### config.mk
export PLATFORM = sky130hd
export DESIGN_NAME = btb_predictor
export DESIGN_NICKNAME = d
export VERILOG_FILES = /design/src/rtl/btb_predictor_pkg.sv /design/src/rtl/btb_predictor_array.sv /design/src/rtl/btb_predictor.sv
export SDC_FILE = /design/constraint.sdc
export NUM_CORES = 2
export LEC_CHECK = 0
export CORE_UTILIZATION = 60
export DETAILED_ROUTE_END_ITERATION = 10
export PLACE_DENSITY = 0.78
export SLEW_MARGIN = 20
export SYNTH_ARGS = -nofsm -noshare
export SYNTH_HDL_FRONTEND = slang
export SYNTH_HIERARCHICAL = 1
export SYNTH_SLANG_ARGS = --single-unit
export TNS_END_PERCENT = 30
### constraint.sdc
create_clock -name clk -period 7.7 [get_ports clk]
set_clock_uncertainty 0.15 [all_clocks]
set_input_delay 0.77 -clock clk [delete_from_list [all_inputs] [get_ports clk]]
set_output_delay 0.77 -clock clk [all_outputs]
set_load 0.1 [all_outputs]
### src/rtl/btb_predictor_pkg.sv
// +-----------------------------------------------------------------------+
// | rv32i_types : shared branch-prediction types and counter helper      |
// | Rev 1.0                                                              |
// +-----------------------------------------------------------------------+
`default_nettype none

package rv32i_types;

   typedef enum logic [1:0] {
      CTR_SNT = 2'b00,
      CTR_WNT = 2'b01,
      CTR_WT  = 2'b10,
      CTR_ST  = 2'b11
   } btb_ctr_t;

   localparam btb_ctr_t BTB_CTR_INIT = CTR_WT;

   function automatic btb_ctr_t ctr_step(input btb_ctr_t c, input logic taken);
      btb_ctr_t r;
      r = c;
      unique case (c)
         CTR_SNT: r = taken ? CTR_WNT : CTR_SNT;
         CTR_WNT: r = taken ? CTR_WT  : CTR_SNT;
         CTR_WT:  r = taken ? CTR_ST  : CTR_WNT;
         CTR_ST:  r = taken ? CTR_ST  : CTR_WT;
         default: r = c;
      endcase
      return r;
   endfunction

endpackage

`default_nettype wire

### src/rtl/btb_predictor_array.sv
// +-----------------------------------------------------------------------+
// | btb_array : one-write one-read target store, write-through on match  |
// | Rev 1.0                                                              |
// +-----------------------------------------------------------------------+
`default_nettype none

module btb_array #(
   parameter int s_index = 3,
   parameter int width   = 32
) (
   input  logic               clk,
   input  logic               rst,
   input  logic               we,
   input  logic [s_index-1:0] windex,
   input  logic [width-1:0]   wdata,
   input  logic [s_index-1:0] rindex,
   output logic [width-1:0]   rdata
);

   localparam int SETS = 2 ** s_index;

   logic [width-1:0] data_q [SETS];
   logic [width-1:0] data_d [SETS];

   always_comb begin
      data_d = data_q;
      if (we) data_d[windex] = wdata;
   end

   always_ff @(posedge clk) begin
      if (rst) begin
         for (int s = 0; s < SETS; s++) data_q[s] <= '0;
      end else begin
         data_q <= data_d;
      end
   end

   assign rdata = (we && (windex == rindex)) ? wdata : data_q[rindex];

endmodule

`default_nettype wire

### src/rtl/btb_predictor.sv
// +-----------------------------------------------------------------------+
// | btb_predictor : two-way set-associative BTB, IF lookup / EX training |
// | Rev 1.0                                                              |
// +-----------------------------------------------------------------------+
`default_nettype none

module btb_predictor
   import rv32i_types::*;
#(
   parameter int s_index = 3,
   parameter int width   = 32
) (
   input  logic             clk,
   input  logic             rst,
   input  logic [width-1:0] if_pc,
   output logic             pred_hit,
   output logic             pred_taken,
   output logic [width-1:0] pred_target,
   input  logic             ex_valid,
   input  logic [width-1:0] ex_pc,
   input  logic             ex_taken,
   input  logic [width-1:0] ex_target
);

   localparam int SETS  = 2 ** s_index;
   localparam int TAG_W = width - s_index - 2;

   logic [s_index-1:0] if_idx, ex_idx;
   logic [TAG_W-1:0]   if_tag, ex_tag;
   logic               unused_low_bits;

   assign if_idx          = if_pc[s_index+1:2];
   assign if_tag          = if_pc[width-1:s_index+2];
   assign ex_idx          = ex_pc[s_index+1:2];
   assign ex_tag          = ex_pc[width-1:s_index+2];
   assign unused_low_bits = ^{if_pc[1:0], ex_pc[1:0]};

   logic [TAG_W-1:0] tag_q   [2][SETS];
   logic [TAG_W-1:0] tag_d   [2][SETS];
   logic             valid_q [2][SETS];
   logic             valid_d [2][SETS];
   btb_ctr_t         ctr_q   [2][SETS];
   btb_ctr_t         ctr_d   [2][SETS];
   logic             lru_q   [SETS];
   logic             lru_d   [SETS];

   logic             upd;
   logic             ex_hit0, ex_hit1, ex_way;
   logic [1:0]       tgt_we;
   logic [TAG_W-1:0] ns_tag   [2];
   logic             ns_valid [2];
   btb_ctr_t         ns_ctr   [2];
   logic             ns_lru;

   // Reset dominates a coincident update.
   assign upd = ex_valid & ~rst;

   // Post-update view of the EX set; feeds both the commit and the lookup bypass.
   always_comb begin
      ex_hit0 = valid_q[0][ex_idx] && (tag_q[0][ex_idx] == ex_tag);
      ex_hit1 = !ex_hit0 && valid_q[1][ex_idx] && (tag_q[1][ex_idx] == ex_tag);
      for (int w = 0; w < 2; w++) begin
         ns_tag[w]   = tag_q[w][ex_idx];
         ns_valid[w] = valid_q[w][ex_idx];
         ns_ctr[w]   = ctr_q[w][ex_idx];
      end
      ns_lru = lru_q[ex_idx];
      tgt_we = 2'b00;
      ex_way = 1'b0;
      if (ex_hit0 || ex_hit1) begin
         ex_way         = ex_hit1;
         ns_ctr[ex_way] = ctr_step(ctr_q[ex_way][ex_idx], ex_taken);
         tgt_we[ex_way] = ex_taken;
         ns_lru         = ~ex_way;
      end else if (ex_taken) begin
         if (!valid_q[0][ex_idx])      ex_way = 1'b0;
         else if (!valid_q[1][ex_idx]) ex_way = 1'b1;
         else                          ex_way = lru_q[ex_idx];
         ns_tag[ex_way]   = ex_tag;
         ns_valid[ex_way] = 1'b1;
         ns_ctr[ex_way]   = BTB_CTR_INIT;
         tgt_we[ex_way]   = 1'b1;
         ns_lru           = ~ex_way;
      end
      if (!upd) tgt_we = 2'b00;
   end

   always_comb begin
      tag_d   = tag_q;
      valid_d = valid_q;
      ctr_d   = ctr_q;
      lru_d   = lru_q;
      if (upd) begin
         for (int w = 0; w < 2; w++) begin
            tag_d[w][ex_idx]   = ns_tag[w];
            valid_d[w][ex_idx] = ns_valid[w];
            ctr_d[w][ex_idx]   = ns_ctr[w];
         end
         lru_d[ex_idx] = ns_lru;
      end
   end

   always_ff @(posedge clk) begin
      if (rst) begin
         for (int w = 0; w < 2; w++) begin
            for (int s = 0; s < SETS; s++) begin
               tag_q[w][s]   <= '0;
               valid_q[w][s] <= 1'b0;
               ctr_q[w][s]   <= CTR_SNT;
            end
         end
         for (int s = 0; s < SETS; s++) lru_q[s] <= 1'b0;
      end else begin
         tag_q   <= tag_d;
         valid_q <= valid_d;
         ctr_q   <= ctr_d;
         lru_q   <= lru_d;
      end
   end

   logic [width-1:0] tgt_rd [2];

   for (genvar w = 0; w < 2; w++) begin : g_way
      btb_array #(
         .s_index (s_index),
         .width   (width)
      ) u_array (
         .clk    (clk),
         .rst    (rst),
         .we     (tgt_we[w]),
         .windex (ex_idx),
         .wdata  (ex_target),
         .rindex (if_idx),
         .rdata  (tgt_rd[w])
      );
   end

   logic             bypass;
   logic [TAG_W-1:0] lk_tag   [2];
   logic             lk_valid [2];
   btb_ctr_t         lk_ctr   [2];
   logic             lk_hit0, lk_hit1;
   btb_ctr_t         sel_ctr;

   assign bypass = upd && (ex_idx == if_idx);

   always_comb begin
      for (int w = 0; w < 2; w++) begin
         lk_tag[w]   = bypass ? ns_tag[w]   : tag_q[w][if_idx];
         lk_valid[w] = bypass ? ns_valid[w] : valid_q[w][if_idx];
         lk_ctr[w]   = bypass ? ns_ctr[w]   : ctr_q[w][if_idx];
      end
      lk_hit0     = lk_valid[0] && (lk_tag[0] == if_tag);
      lk_hit1     = !lk_hit0 && lk_valid[1] && (lk_tag[1] == if_tag);
      sel_ctr     = lk_hit0 ? lk_ctr[0] : lk_ctr[1];
      pred_hit    = lk_hit0 || lk_hit1;
      pred_taken  = pred_hit && sel_ctr[1];
      pred_target = pred_taken ? (lk_hit0 ? tgt_rd[0] : tgt_rd[1])
                               : if_pc + width'(4);
   end

endmodule

`default_nettype wire

## Word-level counts from Yosys, hierarchy flattened

Cells that the tools add are included.

- Register bits: 1000
- Bits of input ports: 100
- Output and inout bits: 34

- $add $sub $neg: 1
- Order comparisons: 11
- Eq/ne operators: 8
- Muxes and demuxes: 114
- Bitwise logic cells: 13
- Reduce and logical (&&, ||, !) cells: 20

Operators with widths:

| cell | count |
|---|---|
| $bwmux W256 | 2 |
| $bwmux W216 | 2 |
| $bmux W27 S3 | 4 |
| $mux W27 | 12 |
| $mux W32 | 9 |
| $bmux W32 S3 | 2 |
| $eq A27 B27 Y1 | 4 |
| $mux W54 | 2 |
| $demux W32 S3 | 1 |
| $demux W27 S3 | 1 |
| $bwmux W54 | 1 |
| $mux W16 | 3 |
| $mux W2 | 24 |
| $add A32 B3 Y32 const B | 1 |
| $bwmux W16 | 2 |
| $bmux W2 S3 | 5 |
| $demux W27 S1 | 1 |
| $bwmux W8 | 3 |
| $mux W1 | 24 |
| $bmux W1 S3 | 5 |
| $logic_and A1 B1 Y1 | 15 |
| $ge A4 B4 Y1 const B | 2 |
| $mux W4 | 2 |
| $not A3 Y4 | 2 |
| 23 further kinds | 38 |

## Depth between registers and ports, before layout

- Depth in word-level cells: 28
- Gate-level depth with buffers: 23
- Depth with buffers taken out: 14

## By module

Netlist, hierarchy kept.

By module, submodules not included:

| module | instances | cells an instance | area an instance (µm²) | seq. area each (µm²) |
|---|---|---|---|---|
| btb_predictor | 1 | 3468 | 29877.4 | 9769.4 |
| btb_array | 2 | 1316 | 11297.1 | 5124.9 |

## Least setup slack after synthesis

OpenSTA, ideal clock, no wires.

- Path kind: input to output
- Start: input port ex_pc[2]
- End: output port pred_taken
- Arrival time: 6.787 ns
- Data required time: 6.780 ns
- Slack: -0.007 ns
- Stages on the path: 19
- Buffers on the path: 5
- Cells stage by stage: buf_2 buf_4 buf_2 mux4_2 nor2_1 nor3_1 nor4b_1 nand4_1 or4_1 buf_2 nand3_1 buf_4 mux2i_1 o221a_2 and4_1 nor2_1 nor3b_1 nand4_1 o31ai_1

- Word-level cells in the longest chain between the ends: 24

RTL lines:

| element | RTL line | text |
|---|---|---|
| from (decl) | btb_predictor.sv:20 | `input logic [width-1:0] ex_pc,` |
| $not A3 Y4 (not written as such) | n/a |  |
| $bmux W27 S3, or another cell as far along | btb_predictor.sv:60, btb_predictor.sv:63 |  |
| $mux W27 (not written as such), or another cell as far along (2 in series) | btb_predictor.sv:60, btb_predictor.sv:63 |  |
| $eq A27 B27 Y1 or $mux W1 (tied branches) | btb_predictor.sv:60, btb_predictor.sv:77 |  |
| $logic_and A1 B1 Y1 or $mux W1 (tied branches) | btb_predictor.sv:60, btb_predictor.sv:76 |  |
| $logic_not A1 Y1 or $mux W1 (tied branches) | btb_predictor.sv:61, btb_predictor.sv:75 |  |
| $logic_and A1 B1 Y1 or $mux W1 (tied branches) | btb_predictor.sv:61, btb_predictor.sv:70 |  |
| $logic_and A1 B1 Y1 or $not A1 Y2 (tied branches) | n/a |  |
| (+7 left out) | n/a |  |
| $eq A2 B2 Y1, or another cell as far along | btb_predictor_pkg.sv:21 | `unique case (c)` |
| $pmux W2 S4 or $eq A27 B27 Y1 (tied branches) | btb_predictor_pkg.sv:21, btb_predictor.sv:153 |  |
| $mux W2 or $logic_and A1 B1 Y1 (tied branches) | btb_predictor.sv:70, btb_predictor.sv:153 |  |
| $bwmux W4 or $logic_not A1 Y1 (tied branches) | btb_predictor.sv:72, btb_predictor.sv:154 |  |
| $mux W4 or $logic_and A1 B1 Y1 (tied branches) | btb_predictor.sv:70, btb_predictor.sv:154 |  |
| $mux W2 or $logic_and A1 B1 Y1 (tied branches) | btb_predictor.sv:151, btb_predictor.sv:154 |  |
| $mux W2 or $logic_or A1 B1 Y1 (tied branches) | btb_predictor.sv:155, btb_predictor.sv:156 |  |
| $logic_and A1 B1 Y1 * | btb_predictor.sv:157 | `pred_taken = pred_hit && sel_ctr[1];` |
| to (decl) | btb_predictor.sv:17 | `output logic pred_taken,` |

Every way passes the cells marked *; elsewhere a longest branch is shown, timed or not. The select of a mux whose other input is x is not followed.

## Worst setup path in the final report

- Start: input port ex_pc[3]
- End: output port pred_target[30]

- Word-level cells in the longest chain between the ends: 25

RTL lines:

| element | RTL line | text |
|---|---|---|
| $not A3 Y4 (not written as such) | n/a |  |
| $bmux W27 S3, or another cell as far along | btb_predictor.sv:60, btb_predictor.sv:63 |  |
| $mux W27 (not written as such), or another cell as far along (2 in series) | btb_predictor.sv:60, btb_predictor.sv:63 |  |
| $eq A27 B27 Y1 or $mux W1 (tied branches) | btb_predictor.sv:60, btb_predictor.sv:77 |  |
| $logic_and A1 B1 Y1 or $mux W1 (tied branches) | btb_predictor.sv:60, btb_predictor.sv:76 |  |
| $logic_not A1 Y1 or $mux W1 (tied branches) | btb_predictor.sv:61, btb_predictor.sv:75 |  |
| $logic_and A1 B1 Y1 or $mux W1 (tied branches) | btb_predictor.sv:61, btb_predictor.sv:70 |  |
| $logic_and A1 B1 Y1 or $not A1 Y2 (tied branches) | n/a |  |
| (+8 left out) | n/a |  |
| $pmux W2 S4 or $eq A27 B27 Y1 (tied branches) | btb_predictor_pkg.sv:21, btb_predictor.sv:153 |  |
| $mux W2 or $logic_and A1 B1 Y1 (tied branches) | btb_predictor.sv:70, btb_predictor.sv:153 |  |
| $bwmux W4 or $logic_not A1 Y1 (tied branches) | btb_predictor.sv:72, btb_predictor.sv:154 |  |
| $mux W4 or $logic_and A1 B1 Y1 (tied branches) | btb_predictor.sv:70, btb_predictor.sv:154 |  |
| $mux W2 or $logic_and A1 B1 Y1 (tied branches) | btb_predictor.sv:151, btb_predictor.sv:154 |  |
| $mux W2 or $logic_or A1 B1 Y1 (tied branches) | btb_predictor.sv:155, btb_predictor.sv:156 |  |
| $logic_and A1 B1 Y1 | btb_predictor.sv:157 |  |
| $mux W32 * | btb_predictor.sv:158 | `pred_target = pred_taken ? (lk_hit0 ? tgt_rd[0] : tgt_rd[1])` |
| to (decl) | btb_predictor.sv:18 | `output logic [width-1:0] pred_target,` |

Marks and branches as above.

==> impl_metrics.ini <==
[run]
max_cap_viol_count = 0

[place]
gp_congestion = 1.03
io_buffer_count = 131
placed_cells = 7007
place_hpwl_um = 120000
pre_cts_slack_ns = -0.122

[power_and_ir_drop]
power.share.combinational = 0.114
internal_power_mw = 8.82
p_sw_frac = 0.264
total_power_mw = 12.0
seqPwrFrac = 0.439
leakagePower_nw = 20.3
irDropWorstVdd_uv = 198
switchingPower_mw = 3.16
power_density_nw_per_um2 = 203
clkPwrFrac = 0.447

[timing]
hold_viol = 0
fin_crit_ns = 7.69
fmax_ghz = 0.130
fin_ws_ns = 0.00998
fin_crit_sh = 0.999
setup_viol = 0
worst_pin_slew_ns = 1.21
slew_headroom = 0.192
fin_hold_ws_ns = 0.300
slew_violations = 0

[yosys]
ys_ff_latch = 1000
async_flop_share = 0
synth.distinct_cells = 92
syn_avg_cell_area_um2 = 8.60
syn_inst = 6100
synthFlopType = dfxtp_1
yosysWarnings = 6
syn_area_um2 = 52500
synth_nets = 6201
synth_edf_count = 0
synth_seq_area_share = 0.382

[floorplanning]
placementRows = 108
dieArea_um2 = 88600
core-area_um2 = 86800
num_io_pins = 134
initial_core_util = 0.605
die_h_um = 298
die_x_um = 298

[clock_network]
cts_buffers = 100
clockBufferDepth = 3
cts_num_sinks = 1000
clk_pin_slew_ns = 0.06
worstSkewPairLatency_ns = 0.71
root_buffer = clkbuf_16
htree_levels = 3
cts_tree = yes

[cells_and_area]
final_common_cell = nand2_1
multi_input_area_um2 = 30100
syn_to_final_growth_pct = 12.6
final_cell_mix = nand2_1 (1606), dfxtp_1 (1000), a21oi_1 (735)
regArea_um2 = 20000
layout-drive-gt1-share = 0.172
final_cells = 7195
nets = 6055
fin_util = 0.681
fill_cells = 6780

[route]
wl_per_cell_um = 26.2
drc = 0
routed_wl_um = 188000
routed-via-count = 48679
ant_nets = 0
first_iter_violations = 6014
viasPerCell = 6.77
drtPass1Iterations = 7

[grt]
antenna_found_initial = 10
grt_max_degree = 102
grt_pass1_wl_um = 282000
grt_use_total = 0.413
grt_pass1_vias = 46883
grt-ovfl-total = 0

[setup_path]
endpoint_kind = output port
worst_ep_arrival_time_ns = 6.77
crit_type = input port to output port
crit_path_max_fanout = 32
crit_path_start_kind = input port
crit_required_ns = 6.78

[run_status]
status = complete, no violations

[hold_path]
hold_class = flop to flop
[metrics by stage]
step	instance area (um2)	setup TNS [ns]
2_1_floorplan	52500	0
3_3_place_gp	55400	-1.88
3_5_place_dp	55400	-2.08
4_1_cts	59000	0
5_1_grt	59100	-0.0710
6_report	59100	0
[area by class of cell]
| type | instances | area share |
|---|---|---|
| tap | 1155 | 0.0245 |
| clock buffer | 141 | 0.0496 |
| clock inverter | 44 | 0.0115 |
| inverter | 23 | 0.00146 |
| timing repair buffer | 378 | 0.0649 |
| sequential | 1000 | 0.339 |
| multi-input combinational | 4451 | 0.509 |
| antenna | 3 | 0.000127 |
[flip-flops by register name, summed over array words and instances (netlist names)]
signal / count
lru_q: 8
tag_q: 432
g_way.u_array/data_q: 512
ctr_q: 32
valid_q: 16
[synth_stat cells (15+ instances only)]
cell type / number / share of area
nand3_1: 83 / 0.0079
a31oi_1: 18 / 0.0021
a2111oi_0: 18 / 0.0030
inv_1: 21 / 0.0015
mux2i_1: 123 / 0.023
o22ai_1: 23 / 0.0027
o221a_1: 32 / 0.0069
mux2_2: 194 / 0.042
buf_6: 21 / 0.0045
dfxtp_1: 1000 / 0.38
nand3b_1: 128 / 0.018
and3_1: 19 / 0.0023
nor3_1: 48 / 0.0046
a21oi_1: 735 / 0.070
a32oi_1: 17 / 0.0028
a211oi_1: 183 / 0.026
clkbuf_1: 447 / 0.032
xor2_1: 34 / 0.0057
or3_1: 37 / 0.0044
nor4_1: 26 / 0.0031
a221oi_1: 15 / 0.0025
nand2_1: 1609 / 0.12
nand4_1: 39 / 0.0046
mux4_2: 310 / 0.13
nor2b_1: 22 / 0.0026
buf_1: 45 / 0.0032
buf_2: 103 / 0.0098
nor2_1: 348 / 0.025
xnor2_1: 51 / 0.0085
o21ai_0: 99 / 0.0094
a22oi_1: 19 / 0.0027
[power by group through the flow]
stage / Clock (mW) / Sequential [mW] / Combinational (mW)
2_1_floorplan: 0 / 5.36 / 0.813
3_3_place_gp: 0 / 5.37 / 1.29
3_5_place_dp: 0 / 5.37 / 1.30
4_1_cts: 5.35 / 5.26 / 1.30
5_1_grt: 5.57 / 5.26 / 1.40
6_report: 5.36 / 5.26 / 1.36
[critical path: stages]
cell	delay (ns)
buf_6	0.31
buf_4	0.34
mux4_2	0.58
nor2_1	0.17
or3_1	0.21
nand4b_1	0.27
nor4_4	0.48
a41o_2	0.34
nor3_2	0.10
o311ai_1	0.49
o2111ai_1	0.33
or4b_1	0.54
or4_1	0.40
or4b_1	0.53
buf_12	0.20
nand3_1	0.11
o221a_1	0.28
buf_12	0.21
[per-layer routing]
metal	share of wire	vias to the layer above	GRT usage
met4	0.074	14	0.277
met2	0.45	3411	0.642
met5	0.00082	-	0.00541
met1	0.35	23117	0.500
met3	0.13	889	0.116
li1	-	21248	-
[repair_timing]
action,CTS,global route
gates resized for setup,2,17
hold buffers,0,0
endpoints found under the setup margin,32,34
pin swaps,0,2
buffers inserted,0,0
cloned,0,0
[worst paths after layout]
| kind | endpoint | startpoint | slack [ns] | depth (start not counted) |
|---|---|---|---|---|
| worst min-delay path | g_way[0].u_array/data_q[35] | g_way[0].u_array/data_q[35] | 0.30 | 2 |
| worst min register to register | g_way[0].u_array/data_q[35] | g_way[0].u_array/data_q[35] | 0.30 | 2 |
| worst max-delay path | pred_target[30] | ex_pc[3] | 0.01 | 18 |
| worst max register to register | g_way[0].u_array/data_q[228] | tag_q[388] | 2.08 | 14 |
[cell families (layout without fill, tap and decap cells)]
family,after synthesis,count (layout),share of synthesized area
buffers and inverters,649,586,0.0526
xor gates and xnor gates,85,85,0.0142
and+or+nand+nor,2465,2465,0.205
DFF,1000,1000,0.382
adders and majority gates,3,3,0.000620
other,0,3,0
AOI/OAI and AO/OA,1262,1262,0.146
muxes,636,636,0.200
Note: power is estimated with default switching activity, not from simulation.
